==> src/rtl/dffsrq_shift_bank.sv <==
// dffsrq_shift_bank: shift register bank with set, parallel load, shift count and done flag
module dffsrq_shift_bank #(
  parameter int WIDTH = 8,
  parameter logic [WIDTH-1:0] RESET_VALUE = '0,
  localparam int CW = $clog2(WIDTH + 1)
) (
  input  logic             CK,
  input  logic             RSTN,
  input  logic             SET,
  input  logic             LOAD,
  input  logic [WIDTH-1:0] PD,
  input  logic             EN,
  input  logic             D,
  output logic [WIDTH-1:0] Q,
  output logic             SO,
  output logic [CW-1:0]    CNT,
  output logic             DONE
);
  localparam logic [CW-1:0] FULL = CW'(WIDTH);
  logic [WIDTH-1:0] q_q, q_d, shifted;
  logic [CW-1:0]    cnt_q, cnt_d, cnt_inc;
  logic             done_q, done_d;
  if (WIDTH == 1) begin : g_one
    assign shifted = D;
  end else begin : g_wide
    assign shifted = {q_q[WIDTH-2:0], D};
  end
  assign cnt_inc = (cnt_q == FULL) ? cnt_q : cnt_q + 1'b1;
  // next state: SET beats LOAD beats shift beats hold
  always_comb begin
    q_d    = SET ? '1 : LOAD ? PD : EN ? shifted : q_q;
    cnt_d  = SET ? '0 : LOAD ? FULL : EN ? cnt_inc : cnt_q;
    done_d = SET ? 1'b0 : LOAD ? 1'b1 : EN ? (done_q | (cnt_inc == FULL)) : done_q;
  end
  // state registers, reset aborts any partial fill immediately
  always_ff @(posedge CK or negedge RSTN) begin
    if (!RSTN) begin
      q_q    <= RESET_VALUE;
      cnt_q  <= '0;
      done_q <= 1'b0;
    end else begin
      q_q    <= q_d;
      cnt_q  <= cnt_d;
      done_q <= done_d;
    end
  end
  assign Q    = q_q;
  assign SO   = q_q[WIDTH-1];
  assign CNT  = cnt_q;
  assign DONE = done_q;
endmodule
==> config.mk <==
export PLATFORM = sky130hd
export DESIGN_NAME = dffsrq_shift_bank
export DESIGN_NICKNAME = d
export VERILOG_FILES = /design/src/rtl/dffsrq_shift_bank.sv
export SDC_FILE = /design/constraint.sdc
export NUM_CORES = 1
export LEC_CHECK = 0
export ABC_AREA = 1
export BUFFER_PORTS_ARGS = -buffer_cell sky130_fd_sc_hd__buf_2
export CELL_PAD_IN_SITES_DETAIL_PLACEMENT = 0
export CELL_PAD_IN_SITES_GLOBAL_PLACEMENT = 1
export CORE_MARGIN = 2
export CORE_UTILIZATION = 35
export CTS_CLUSTER_DIAMETER = 80
export DETAILED_ROUTE_END_ITERATION = 12
export GPL_TIMING_DRIVEN = 0
export PLACE_DENSITY_LB_ADDON = 0.1
export SLEW_MARGIN = 0
export SYNTH_ARGS = -nofsm -noshare
export SYNTH_HDL_FRONTEND = slang
export SYNTH_SLANG_ARGS = --single-unit
==> constraint.sdc <==
create_clock -name CK -period 2.2 [get_ports CK]
set_clock_uncertainty 0.05 [all_clocks]
set_input_delay 0.22 -clock CK [delete_from_list [all_inputs] [get_ports CK]]
set_output_delay 0.22 -clock CK [all_outputs]
set_load 0.005 [all_outputs]
==> impl_metrics.toml <==
[timing]
hold_viol_final = 0
whs_ns = 0.135
rsz0062_at_grt = "no"
relSlewSlack_pct = 70.1
worst_pin_slew_ns = 0.448
slew_violations = 0
tns_ns = 0
setup_violations = 0
period_needed_ns = 1.45
final.period_utilization_pct = 65.9
fmax_mhz = 690

[global_route]
grt_pass1_vias = 634
grt_usage_pct = 15.7
grt_pass1_wl_um = 2860
grt-ovfl-total = 0
grt_max_degree = 14
antenna_found_initial = 0

[finish]
final_area_um2 = 915
area_delta_synth_final_pct = 28.9
layout.nets = 136
n_antenna_cell = 0
fillers = 207
regArea_um2 = 325
layout-drive-gt1-share_pct = 31.1
multiInputGateArea_um2 = 319

[routing]
vias = 688
antenna_left = 0
via_per_inst = 4.71
first_pass_iters = 4
wl_per_cell_um = 11.3
routed_wl_um = 1650
drc = 0
drtIter0Drc = 6

[worst_setup_path]
critPathTopFamily = "flip-flops"
rrSetupSlack_ns = 0.75
worst-path-max-fanout = 6
r2r-end = "DONE"
required_ns = 2.36
crit_arrival_ns = 1.61
max_stage_delay_ns = 0.43
worstPathCellList = "inv_1, ha_1, inv_1, nand3_1, o21ai_0, nand2_1, a21oi_1"
r2r_cells = 7
r2r_start = "CNT[0]"
crit_type = "reg -> reg"
crit_buf_inv = 2
slowest_stage = "dfrtp_1"
cp_common_cell = "inv_1"
worstSetupStartpointType = "flop"
endpoint_kind = "flop"

[floorplanning]
die_h_um = 49.0
fp.dieW_um = 49.0
design.portCount = 28
fp-row-count = 16
initial_core_util_pct = 36.5
core_region_area_um2 = 1940
dieArea_um2 = 2400

[worst_hold_path]
min_from = "SET"
whs_path_depth = 2
holdPathEnd = "DONE"
min_path_type = "in -> reg"

[power]
sw_frac_of_total_pct = 29.0
p_leak_nw = 0.457
finalPower_uw = 517
ir_drop_mv = 0.417
pwr_density_cell_nw_per_um2 = 565
p_clk_share_pct = 29.8
p_sw_uw = 150
intPower_uw = 367
combPwrFrac_pct = 18.8
power_frac_seq_pct = 51.4

[placed_design]
dp_hpwl_um = 1230
placed_area_um2 = 878
numPortBuffers = 27
place_congestion = 0.763

[cts]
cts_htree_levels = 1
cts_tree = "done"
cts-root-buf = "clkbuf_4"
cts_sinks = 13
clkLatencyLatePin_ns = 0.28
cts_setup_buffers = 0
path_clk_slew_ns = 0.09
cts_buffer_depth = 2
cts_buffers = 3

[synth]
synthTopCellsByArea = "dfrtp_1 (46%), nand2_1 (12%), inv_1 (6.3%)"
synthArstFlopShare_pct = 100
synthFlopType = "dfrtp_1"
synth_area_um2 = 709
synth_most_common_cell = "nand2_1"
yosys_warnings = 0
yosysTopAreaCellShare_pct = 45.9
yosys-top-cells-count = "nand2_1 (22), dfrtp_1 (13), inv_1 (12)"
syn_inst = 87
synth_edf_count = 0
synth_top_cell_by_area = "dfrtp_1"
syn-num-nets = 103
ys_ff_latch = 13
synth_cell_type_count = 21
syn_area_per_cell_um2 = 8.15
ys_seq_area_share_pct = 45.9

[job]
maxCapViolCount = 0

[status]
status = "finished clean"
==> routing by layer <==
layer  part of all wire (%)  GRT usage (%)  wire, um
met1                     50           20.3       822
met2                     43           24.4       707
met3                    6.3           6.13       104
met4                   0.73           4.29        12
met5                      0              0         0
==> area by class of cell <==
class                   instances  area share [%]
clock buffers                   4            2.87
inverters                      14            5.75
repair buffers                 28            15.9
plain buffers                   2            1.37
well taps                      27            3.69
flip-flops and latches         13            35.6
multi-input cells              58            34.9
==> worst reg2reg max path, cell delays in order (launching register included) <==
cell     delay [ns]
dfrtp_1        0.43
inv_1          0.10
ha_1           0.29
inv_1          0.08
nand3_1        0.08
o21ai_0        0.14
nand2_1        0.07
a21oi_1        0.13
==> layout by cell type, fill, tap and decap left out, types with 2 or more instances in the layout <==
master    count
inv_1        12
o21ai_1       2
a31oi_1       2
nand4_1       2
a21oi_1       3
dfrtp_1      13
a22oi_1       4
inv_2         2
o21ai_0       6
nand3_1       4
nor2_1        5
buf_2        28
nand2_1      22
ha_1          2
clkbuf_4      3
==> worst max-delay path by stage <==
stage	startpoint	end	cells after the start
after floorplan	CNT[0]	DONE	7
after global placement	CNT[0]	DONE	7
after detailed placement	CNT[0]	DONE	7
after CTS	CNT[0]	DONE	7
after global routing	CNT[0]	DONE	8
final	CNT[0]	DONE	7
==> sequential cells by signal, summed over array words and instances (netlist names) <==
name,count
Q,8
CNT,4
DONE,1
==> power by group through the flow <==
| stage | logic, mW | registers (mW) | clock network, mW |
|---|---|---|---|
| after global placement | 0.0971 | 0.270 | 0 |
| after global routing | 0.112 | 0.268 | 0.173 |
| final | 0.0969 | 0.266 | 0.154 |
| after CTS | 0.0989 | 0.265 | 0.159 |
| after floorplan | 0.0481 | 0.271 | 0 |
| after detailed placement | 0.0974 | 0.270 | 0 |
==> per-stage QoR <==
step	utilization (%)	cells	setup slack, ns
3_3_place_gp	45.2	141	0.756
5_1_grt	47.1	146	0.562
4_1_cts	47.1	146	0.736
2_1_floorplan	-	87	0.893
6_report	47.1	146	0.751
3_5_place_dp	45.2	141	0.761
==> kinds of logic (layout without fill, tap and decap cells) <==
logic type               count (synthesis)  count (layout)  synth area share, %
AO/OA/AOI/OAI                           21              21                 18.7
adder cells (fa/ha/maj)                  2               2                 3.53
buffers and inverters                   16              48                 9.17
flip-flops                              13              13                 45.9
AND/OR/NAND/NOR                         35              35                 22.8
==> repair_timing <==
action                                  CTS  global route
endpoints found under the setup margin    0             0
gates resized for setup                   0             0
hold buffers                              1             0
hold endpoints to repair                 13             0
(Power assumes the default switching activity.)
